File: src/rtl/seg7_scan_decoder_if.sv
// seg7_scan_decoder_if: multiplexed seven-segment display lines as seen from the driver and the monitor
interface seg7_scan_decoder_if #(parameter int DIGITS = 3);
    logic [6:0]        seg;
    logic              dp;
    logic [DIGITS-1:0] digit_en;
    modport master(output seg, dp, digit_en);
    modport slave(input seg, dp, digit_en);
endinterface

File: src/rtl/seg7_scan_decoder.sv
// seg7_scan_decoder: samples multiplexed seg/dp/digit_en lines and rebuilds the displayed hex value per digit
module seg7_scan_decoder #(
    parameter int DIGITS        = 3,
    parameter bit INVERT_DIGITS = 1'b0,
    parameter bit INVERT_SEGS   = 1'b0,
    parameter int STABLE_CYCLES = 4
) (
    input  logic                  clk,
    input  logic                  rst,
    seg7_scan_decoder_if.slave    disp,
    input  logic                  clear_i,
    output logic [4*DIGITS-1:0]   value_o,
    output logic [DIGITS-1:0]     dp_o,
    output logic [DIGITS-1:0]     digit_valid_o,
    output logic                  frame_o,
    output logic                  ghost_err_o
);
    localparam int W  = DIGITS + 8;
    localparam int CW = $clog2(STABLE_CYCLES + 1);
    logic [W-1:0]      norm, s1, s2, prev;
    logic [CW-1:0]     cnt, cnt_next;
    logic [DIGITS-1:0] en, seen, seen_next;
    logic              capture, one_hot, ghost, seen_all;
    logic [4:0]        hex;
    function automatic logic [4:0] hex_decode(input logic [6:0] s);
        case (s)
            7'h3F: return 5'h10;
            7'h06: return 5'h11;
            7'h5B: return 5'h12;
            7'h4F: return 5'h13;
            7'h66: return 5'h14;
            7'h6D: return 5'h15;
            7'h7D: return 5'h16;
            7'h07: return 5'h17;
            7'h7F: return 5'h18;
            7'h6F: return 5'h19;
            7'h77: return 5'h1A;
            7'h7C: return 5'h1B;
            7'h39: return 5'h1C;
            7'h5E: return 5'h1D;
            7'h79: return 5'h1E;
            7'h71: return 5'h1F;
            default: return 5'h00;
        endcase
    endfunction
    assign norm = {disp.digit_en ^ {DIGITS{INVERT_DIGITS}}, {disp.dp, disp.seg} ^ {8{INVERT_SEGS}}};
    // s2 equals prev whenever the counter advances, so s2 is the pattern being captured
    always_comb begin
        en        = s2[W-1:8];
        hex       = hex_decode(s2[6:0]);
        ghost     = (en & (en - DIGITS'(1))) != '0;
        one_hot   = en != '0 && !ghost;
        capture   = s2 == prev && cnt == CW'(STABLE_CYCLES - 1);
        cnt_next  = s2 != prev ? '0 : cnt == CW'(STABLE_CYCLES) ? cnt : cnt + CW'(1);
        seen_next = seen | en;
        seen_all  = &seen_next;
    end
    always_ff @(posedge clk or posedge rst) begin
        if (rst) begin
            s1            <= '0;
            s2            <= '0;
            prev          <= '0;
            cnt           <= '0;
            seen          <= '0;
            value_o       <= '0;
            dp_o          <= '0;
            digit_valid_o <= '0;
            frame_o       <= 1'b0;
            ghost_err_o   <= 1'b0;
        end else begin
            s1      <= norm;
            s2      <= s1;
            prev    <= s2;
            frame_o <= 1'b0;
            if (clear_i) begin
                cnt           <= '0;
                seen          <= '0;
                value_o       <= '0;
                dp_o          <= '0;
                digit_valid_o <= '0;
                ghost_err_o   <= 1'b0;
            end else begin
                cnt <= cnt_next;
                if (capture && ghost)
                    ghost_err_o <= 1'b1;
                if (capture && one_hot) begin
                    for (int i = 0; i < DIGITS; i++)
                        if (en[i]) begin
                            if (hex[4])
                                value_o[4*i +: 4] <= hex[3:0];
                            digit_valid_o[i] <= hex[4];
                            dp_o[i]          <= s2[7];
                        end
                    seen    <= seen_all ? '0 : seen_next;
                    frame_o <= seen_all;
                end
            end
        end
    end
endmodule

File: src/flat_wrapper.sv
// flat-port wrapper written by rule: the top's interface ports become plain ports
module seg7_scan_decoder_flat 
#(
    parameter int DIGITS        = 3,
    parameter bit INVERT_DIGITS = 1'b0,
    parameter bit INVERT_SEGS   = 1'b0,
    parameter int STABLE_CYCLES = 4
)
  (clk, rst, clear_i, value_o, dp_o, digit_valid_o, frame_o, ghost_err_o, disp_seg, disp_dp, disp_digit_en);
  seg7_scan_decoder_if #(.DIGITS(DIGITS)) disp_i ();
  input  logic clk;
  input  logic rst;
  input  logic clear_i;
  output logic [4*DIGITS-1:0] value_o;
  output logic [DIGITS-1:0] dp_o;
  output logic [DIGITS-1:0] digit_valid_o;
  output logic frame_o;
  output logic ghost_err_o;
  input wire logic [$bits(disp_i.seg)-1:0] disp_seg;
  input wire logic [$bits(disp_i.dp)-1:0] disp_dp;
  input wire logic [$bits(disp_i.digit_en)-1:0] disp_digit_en;
  assign disp_i.seg = disp_seg;
  assign disp_i.dp = disp_dp;
  assign disp_i.digit_en = disp_digit_en;
  seg7_scan_decoder #(.DIGITS(DIGITS), .INVERT_DIGITS(INVERT_DIGITS), .INVERT_SEGS(INVERT_SEGS), .STABLE_CYCLES(STABLE_CYCLES)) u_core (.clk(clk), .rst(rst), .disp(disp_i), .clear_i(clear_i), .value_o(value_o), .dp_o(dp_o), .digit_valid_o(digit_valid_o), .frame_o(frame_o), .ghost_err_o(ghost_err_o));
endmodule
File: config.mk
export PLATFORM = sky130hd
export DESIGN_NAME = seg7_scan_decoder_flat
export DESIGN_NICKNAME = d
export VERILOG_FILES = /design/src/rtl/seg7_scan_decoder_if.sv /design/src/rtl/seg7_scan_decoder.sv /design/src/flat_wrapper.sv
export SDC_FILE = /design/constraint.sdc
export NUM_CORES = 1
export LEC_CHECK = 0
export ABC_CLOCK_PERIOD_IN_PS = 2710
export CELL_PAD_IN_SITES_DETAIL_PLACEMENT = 0
export CELL_PAD_IN_SITES_GLOBAL_PLACEMENT = 2
export CORE_MARGIN = 3
export CORE_UTILIZATION = 35
export DETAILED_ROUTE_END_ITERATION = 6
export PLACE_DENSITY_LB_ADDON = 0.1
export SLEW_MARGIN = 20
export SYNTH_ARGS = -nofsm -noshare
export SYNTH_HDL_FRONTEND = slang
export SYNTH_SLANG_ARGS = --single-unit
File: constraint.sdc
create_clock -name clk -period 2.71 [get_ports clk]
set_clock_uncertainty 0.05 [all_clocks]
set_input_delay 0.4065 -clock clk [delete_from_list [all_inputs] [get_ports clk]]
set_output_delay 0.4065 -clock clk [all_outputs]
set_load 0.05 [all_outputs]
-- After elaboration in Yosys (flattened, before gate mapping)
Cells that the tools add are included.
- register bits after elaboration: 59
- bits in latches: 0
- bits in writable memories: 0
- ROM bits: 0
- bits of input ports: 14
- logic and storage cells: 88
- memories: 0
- add/sub/neg operators: 2
- $mul: 0
- div/mod/pow operators: 0
- $lt $le $gt $ge: 0
- eq/ne operators: 21
- shift-type cells: 0
- multiplexer cells: 27
- bitwise gates (word level): 2
- reduce and logical (&&, ||, !) cells: 20
- operator list (kind ; number):
    == test 7 bit (second input constant) ; 12
    case mux 5 bit (16 select lines) ; 1
    2-to-1 mux 3 bit ; 10
    2-to-1 mux 12 bit ; 2
    2-to-1 mux 4 bit ; 4
    == test 7 x 3 -> 1 bit (second input constant) ; 2
    == test 7 x 6 -> 1 bit (second input constant) ; 2
    AND reduction 3 bit ; 4
    nonzero test 2 bit ; 6
    == test 11 bit ; 1
    inequality test 11 bit ; 1
    2-to-1 mux 1 bit ; 10
    AND reduction 2 bit ; 3
    nonzero test 3 bit ; 2
    logical AND 1 bit ; 4
    adder 3 x 1 -> 3 bit (second input constant) ; 1
    bitwise AND 3 bit ; 1
    == test 3 x 2 -> 1 bit (second input constant) ; 1
    == test 3 bit (second input constant) ; 1
    inequality test 3 x 2 -> 1 bit (second input constant) ; 1
    bitwise OR 3 bit ; 1
    subtractor 3 x 1 -> 3 bit (second input constant) ; 1
    logical NOT 1 bit ; 1

-- Longest topological paths before layout
Gate-level depths: netlist of the first run.
- word-level depth: 8
- depth in mapped cells: 7
- depth with buffers taken out: 7

-- Worst setup path after synthesis of the first run
No wires, ideal clock.
- path kind: reg2reg
- start point: reg u_core.s2[6]
- end point: reg u_core.digit_valid_o[1]
- setup time: 0.119 ns
- data arrival time: 1.682 ns
- data required time: 2.541 ns
- path slack: 0.859 ns
- stages on the path, launching flop included: 8
- buffers on the path: 2
- period minus slack after synthesis: 1.851 ns
- cells stage by stage: dfrtp_1 > buf_2 > or2_1 > a32o_1 > a211oi_4 > buf_6 > a21oi_2 > o21a_1
- cells in the longest elaborated chain, start to end: 5
- elaborated cells between the ends (all ways): 25
- ends and longest elaborated chain (element ; RTL line ; RTL):
    start, declared ; seg7_scan_decoder.sv:20 ; logic [W-1:0] norm, s1, s2, prev;
    start signal, assigned ; seg7_scan_decoder.sv:61 ; s2 <= '0;
    start signal, assigned ; seg7_scan_decoder.sv:72 ; s2 <= s1;
    == test 7 bit (tied with other cells) ; seg7_scan_decoder.sv:26 ; case (s)
    case mux 5 bit (16 select lines) or logical AND 1 bit (tied branches) ; seg7_scan_decoder.sv:26, seg7_scan_decoder.sv:53 ;
    2-to-1 mux 1 bit or logical AND 1 bit (tied branches) ; seg7_scan_decoder.sv:88, seg7_scan_decoder.sv:86 ;
    2-to-1 mux 3 bit or nonzero test 2 bit (tied branches) ; n/a ;
    2-to-1 mux 3 bit or AND reduction 2 bit (tied branches) ; n/a ;
    end signal, assigned by index ; seg7_scan_decoder.sv:91 ; digit_valid_o[i] <= hex[4];
    end, declared ; seg7_scan_decoder.sv:14 ; output logic [DIGITS-1:0] digit_valid_o,
Several ways; a longest one is shown, not always the timed one. The select of a mux whose other input is x is not followed.
A chain may end at the register's enable or synchronous reset.

-- Final worst setup path of the first run
- start point: reg u_core.s2[3]
- end point: reg u_core.digit_valid_o[2]
Same word-level chain as after synthesis.

==> results.sh, run 1 <==
export IMPL_synth_edf_count=0
export IMPL_cp_arrival_ps=2460
export IMPL_p_leak_nw=1.33
export IMPL_crit_path_end_kind="flop"
export IMPL_seq_area_frac_synth_pct=54.8
export IMPL_finalMaxSlewViolations=0
export IMPL_fp_row_count=31
export IMPL_startpoint_type="flop"
export IMPL_setup_viol=0
export IMPL_layout_drive_gt1_share_pct=10.4
export IMPL_ys_seq_elements=59
export IMPL_ios=34
export IMPL_viasPerCell=5.06
export IMPL_mostFrequentLayoutCells="59 x dfrtp_1, 33 x clkdlybuf4s50_1, 20 x nand2_1"
export IMPL_post_cts_setup_buffers=0
export IMPL_cts_made_buffers=9
export IMPL_die_height_um=93.8
export IMPL_die_w_um=93.8
export IMPL_fin_cells=377
export IMPL_cts_resized=0
export IMPL_run_status="completed"
export IMPL_grt_pass1_vias=1918
export IMPL_fillCellCount=716
export IMPL_synth_async_reset_ratio_pct=100
export IMPL_finalHoldViolations=0
export IMPL_cts_sinks=59
export IMPL_final_nets=290
export IMPL_ys_warn_count=0
export IMPL_initialDrtViolationCount=86
export IMPL_ir_drop_v=0.000294
export IMPL_drc=0
export IMPL_vias=1907
export IMPL_required_ps=2880
export IMPL_netlist_area_um2=2700
export IMPL_grt_usage_pct=14.4
export IMPL_grt_antenna_before_repair=0
export IMPL_cts_tree="yes"
export IMPL_synth_avg_cell_area_um2=11.1
export IMPL_num_antenna_cells=0
export IMPL_final_common_cell="dfrtp_1"
export IMPL_seq_area_um2=1480
export IMPL_worst_slew_pin_transition_ps=564
export IMPL_max_freq_mhz=437
export IMPL_wl_per_cell_um=15.2
export IMPL_grt_max_degree=60
export IMPL_path_clk_slew_ps=70
export IMPL_ff2ff_setup_slack_ps=420
export IMPL_finalSetupTns_ps=0
export IMPL_place_congestion=0.799
export IMPL_postSynthCellCount=242
export IMPL_initial_core_util_pct=36.6
export IMPL_worstSetupPathType="flop to flop"
export IMPL_clockBufferDepth=2
export IMPL_numPortBuffers=33
export IMPL_root_buffer="clkbuf_8"
export IMPL_max_slew_margin_pct=62.1
export IMPL_syn_nets=259
export IMPL_multiInputGateArea_um2=1100
export IMPL_grt_first_pass_wirelength_um=9770
export IMPL_htree_levels=3
export IMPL_die_area_um2=8790
export IMPL_ant_nets=0
export IMPL_wl_um=5740
export IMPL_gr_total_overflow=0
export IMPL_ys_types=55
export IMPL_hold_buffers=0
export IMPL_fin_crit_sh_pct=84.4
export IMPL_dp_cells=361
export IMPL_power_density_nw_per_um2=580
export IMPL_worstSkewPairLatency_ps=330
export IMPL_rsz0062_at_grt="no"
export IMPL_firstDrtPassIters=4
export IMPL_drv_cap=0
export IMPL_ys_flop_type="dfrtp_1"
export IMPL_area_delta_synth_final_pct=22.5
export IMPL_coreArea_um2=7370
export IMPL_critPathMaxFanout=17
export IMPL_hold_class="flop to flop"
export IMPL_fin_util_pct=44.8
export IMPL_period_minus_slack_ps=2290
export IMPL_hpwl_um=3920
-- registers in the layout (all words and copies together), names as in the netlist --
signal / count
u_core.cnt: 3
u_core.digit_valid_o: 3
u_core.dp_o: 3
u_core.frame_o: 1
u_core.ghost_err_o: 1
u_core.prev: 11
u_core.s1: 11
u_core.s2: 11
u_core.seen: 3
u_core.value_o: 12
-- report_power, final --
group	switching, mW	total [mW]	internal (mW)	leakage (nW)
clock network	0.335	0.850	0.515	0.103
logic	0.0685	0.124	0.0555	0.474
registers	0.0346	0.941	0.906	0.748
-- worst paths after layout --
path	start	to	cells after the start
max	u_core.s2[3]$_DFF_PP0_	u_core.digit_valid_o[2]$_DFFE_PP0P_	5
min	u_core.s1[9]$_DFF_PP0_	u_core.s2[9]$_DFF_PP0_	0
max reg2reg	u_core.s2[3]$_DFF_PP0_	u_core.digit_valid_o[2]$_DFFE_PP0P_	5
min reg2reg	u_core.s1[9]$_DFF_PP0_	u_core.s2[9]$_DFF_PP0_	0
max in group asynchronous	rst	u_core.value_o[7]$_DFFE_PP0P_	3
min in group asynchronous	rst	u_core.s1[2]$_DFF_PP0_	3
-- critical path, stage by stage (launching register included) --
cell and delay [ps]:
dfrtp_1 580, or2_1 310, a32o_1 300, a211oi_4 530, a211oi_2 190, o21a_1 220
-- final cells by class --
cell class / instances / area share, %
multi-input combinational: 159 / 33.2
inverter: 8 / 0.910
clock inverter: 5 / 2.35
clock buffer: 11 / 3.98
sequential: 59 / 44.7
timing repair buffer: 36 / 11.1
tap: 99 / 3.75
-- cells in the mapped netlist (all sizes together) (5+ instances only) --
| cell | number | share of area [%] |
|---|---|---|
| inv | 8 | 1.1 |
| o22ai | 7 | 2.1 |
| o21ai | 11 | 2.0 |
| nand3 | 8 | 1.7 |
| nor2b | 6 | 1.4 |
| a31oi | 5 | 1.2 |
| dfrtp | 59 | 55 |
| nand4 | 7 | 1.6 |
| buf | 12 | 2.9 |
| xnor2 | 12 | 3.9 |
| nor4 | 7 | 1.9 |
| a21oi | 11 | 2.3 |
| nand2 | 20 | 2.8 |
| and3 | 7 | 1.6 |
| nor2 | 6 | 0.84 |
| nor3 | 5 | 1.3 |
-- logic make-up after synthesis --
logic type	after synthesis	share of synthesized area [%]
xor gates and xnor gates	13	4.22
buffers and inverters	24	4.55
adders and majority gates	3	1.39
and+or+nand+nor	85	19.4
muxes	2	0.743
AOI/OAI and AO/OA	56	14.9
DFF	59	54.8
-- layer usage --
layer  GRT usage, %  up-vias  share of wire, %
met4           6.62        0               1.5
li1               -      941                 -
met1           19.6      925                49
met5              0        -                 0
met3           4.49        8               3.6
met2           20.8       33                46
-- per-stage QoR --
stage / hold WS (ps) / instance area [um2] / power [mW] / worst slack [ps]
4_1_cts: 300 / 3300 / 1.94 / 395
3_5_place_dp: 285 / 3090 / 1.08 / 401
5_1_grt: 306 / 3300 / 2.00 / 218
3_3_place_gp: 282 / 3090 / 1.08 / 421
2_1_floorplan: 281 / 2700 / 1.04 / 797
6_report: 298 / 3300 / 1.91 / 422
No activity file was read; power rests on OpenSTA's default activity.
==> inputs of run 2 (changes only) <==
--- a/config.mk
+++ b/config.mk
@@ -5,11 +5,11 @@
 export SDC_FILE = /design/constraint.sdc
 export NUM_CORES = 1
 export LEC_CHECK = 0
-export ABC_CLOCK_PERIOD_IN_PS = 2710
+export ABC_CLOCK_PERIOD_IN_PS = 2100
 export CELL_PAD_IN_SITES_DETAIL_PLACEMENT = 0
 export CELL_PAD_IN_SITES_GLOBAL_PLACEMENT = 2
 export CORE_MARGIN = 3
-export CORE_UTILIZATION = 35
+export CORE_UTILIZATION = 32
 export DETAILED_ROUTE_END_ITERATION = 6
 export PLACE_DENSITY_LB_ADDON = 0.1
 export SLEW_MARGIN = 20
==> constraint.sdc (replaced) <==
create_clock -name clk -period 2.1 [get_ports clk]
set_clock_uncertainty 0.05 [all_clocks]
set_input_delay 0.315 -clock clk [delete_from_list [all_inputs] [get_ports clk]]
set_output_delay 0.315 -clock clk [all_outputs]
set_load 0.05 [all_outputs]
==> run 2 against run 1 <==
Compared with the run above: routed wire length up 5.2%; highest routed layer unchanged; critical path depth up 2; hold slack worse by 3.7 ps; first-iteration DRC count up 3.5%; global-route usage down 0.84 points; critical path type unchanged; clock power up 58%; register-to-register slack worse by 330 ps; critical endpoint is now u_core.value_o[10]$_DFFE_PP0P_.
==> results.sh, run 2 (same netlist as run 1, synthesis figures left out) <==
export IMPL_vias=2023
export IMPL_finalMaxSlewViolations=0
export IMPL_die_w_um=97.8
export IMPL_htree_levels=3
export IMPL_initialDrtViolationCount=89
export IMPL_coreArea_um2=7970
export IMPL_clockBufferDepth=2
export IMPL_ios=34
export IMPL_ant_nets=0
export IMPL_max_slew_margin_pct=66.4
export IMPL_finalHoldViolations=0
export IMPL_mostFrequentLayoutCells="57 x dfrtp_1, 33 x clkdlybuf4s50_1, 24 x buf_4"
export IMPL_holdWs_ps=294
export IMPL_viasPerCell=5.01
export IMPL_startpoint_type="flop"
export IMPL_clkPwrFrac_pct=48.8
export IMPL_root_buffer="clkbuf_8"
export IMPL_max_freq_mhz=497
export IMPL_die_area_um2=9560
export IMPL_wl_um=6040
export IMPL_sw_frac_of_total_pct=20.8
export IMPL_comb_power_share_pct=7.3
export IMPL_min_to="u_core.s2[7]$_DFF_PP0_"
export IMPL_cts_made_buffers=9
export IMPL_rsz0062_at_grt="yes"
export IMPL_final_common_cell="dfrtp_1"
export IMPL_grt_usage_pct=13.6
export IMPL_area_delta_synth_final_pct=32.5
export IMPL_period_minus_slack_ps=2010
export IMPL_p_int_mw=2.17
export IMPL_p_switching_mw=0.570
export IMPL_num_antenna_cells=0
export IMPL_fp_row_count=32
export IMPL_pre_cts_slack_ps=85.9
export IMPL_largest_register="u_core.value_o"
export IMPL_worstSetupPathType="flop to flop"
export IMPL_grt_antenna_before_repair=0
export IMPL_gr_total_overflow=0
export IMPL_place_area_um2=3300
export IMPL_power_density_nw_per_um2=768
export IMPL_post_cts_setup_buffers=0
export IMPL_firstDrtPassIters=4
export IMPL_run_status="completed"
export IMPL_grt_first_pass_wirelength_um=10300
export IMPL_p_leak_nw=1.48
export IMPL_drv_cap=0
export IMPL_cts_tree="yes"
export IMPL_largest_reg_flops=12
export IMPL_final_nets=314
export IMPL_ff2ff_path_depth=7
export IMPL_hp_start="u_core.s1[7]$_DFF_PP0_"
export IMPL_critPathMaxFanout=13
export IMPL_fin_crit_sh_pct=95.8
export IMPL_final_area_um2=3570
export IMPL_cts_sinks=59
export IMPL_initial_core_util_pct=33.8
export IMPL_grt_pass1_vias=2014
export IMPL_ff2ff_setup_slack_ps=90
export IMPL_worst_slew_pin_transition_ps=502
export IMPL_numPortBuffers=33
export IMPL_crit_path_end_kind="flop"
export IMPL_reg2reg_from="u_core.s2[3]$_DFF_PP0_"
export IMPL_hpwl_um=4300
export IMPL_layout_drive_gt1_share_pct=19.2
export IMPL_cp_arrival_ps=2220
export IMPL_setup_viol=0
export IMPL_drc=0
export IMPL_rr_endpoint="u_core.value_o[10]$_DFFE_PP0P_"
export IMPL_ir_drop_v=0.000397
export IMPL_wl_per_cell_um=14.9
export IMPL_fin_ws_ps=87.9
export IMPL_required_ps=2310
export IMPL_place_congestion=0.733
export IMPL_hold_depth=0
export IMPL_path_clk_slew_ps=70
export IMPL_seq_power_share_pct=43.9
export IMPL_grt_max_degree=60
export IMPL_worstSkewPairLatency_ps=330
export IMPL_hold_buffers=0
export IMPL_die_height_um=97.8
export IMPL_hold_class="flop to flop"
==> run 2: how the worst max path moves through the flow <==
stage	end	cells after the start	slack (ps)	start
finish	u_core.value_o[10]$_DFFE_PP0P_	7	90	u_core.s2[3]$_DFF_PP0_
global route	u_core.value_o[11]$_DFFE_PP0P_	7	-20	u_core.s2[3]$_DFF_PP0_
CTS	u_core.value_o[11]$_DFFE_PP0P_	6	70	u_core.s2[3]$_DFF_PP0_
detailed placement	u_core.value_o[10]$_DFFE_PP0P_	7	90	u_core.s2[3]$_DFF_PP0_
global placement	u_core.digit_valid_o[2]$_DFFE_PP0P_	6	100	u_core.s2[1]$_DFF_PP0_
floorplan	u_core.digit_valid_o[1]$_DFFE_PP0P_	7	250	u_core.s2[6]$_DFF_PP0_
==> run 2: layer usage <==
metal,wire [um],GRT usage [%]
met5,0,0
met4,55,4.47
met3,266,4.21
met2,2830,21.7
met1,2880,17.5
==> run 2: layout make-up <==
class / instances / area (um2)
Clock buffer: 11 / 131
Clock inverter: 5 / 125
Fill cell: 765 / 4400
Inverter: 8 / 30.0
Multi-Input combinational cell: 159 / 1110
Sequential cell: 59 / 1480
Tap cell: 102 / 128
Timing Repair Buffer: 60 / 571
==> run 2: power by group through the flow <==
stage	sequential, mW	combinational [mW]	clock, mW
3_5_place_dp	1.22	0.203	0
4_1_cts	1.20	0.204	1.38
5_1_grt	1.21	0.222	1.44
3_3_place_gp	1.22	0.203	0
6_report	1.20	0.200	1.34
2_1_floorplan	1.21	0.128	0
==> run 2: critical path, cell delays in order (launching register included) <==
cell	delay [ps]
dfrtp_1	420
buf_4	180
nor4b_2	310
a32o_1	220
a211oi_4	80
buf_12	160
or3_1	360
a31oi_1	160
==> run 2: through the flow <==
stage               cells  TNS [ps]  total power, mW  util (%)
floorplan             242         0             1.34         -
global placement      388         0             1.43      41.4
detailed placement    388         0             1.43      41.4
CTS                   404         0             2.79      44.6
global route          404     -25.4             2.87      44.8
finish                404         0             2.74      44.8
==> run 2: what timing repair did <==
action,4_1_cts,5_1_grt
endpoints found under the setup margin,0,8
endpoints found under the hold margin,0,0
resized for setup,0,5
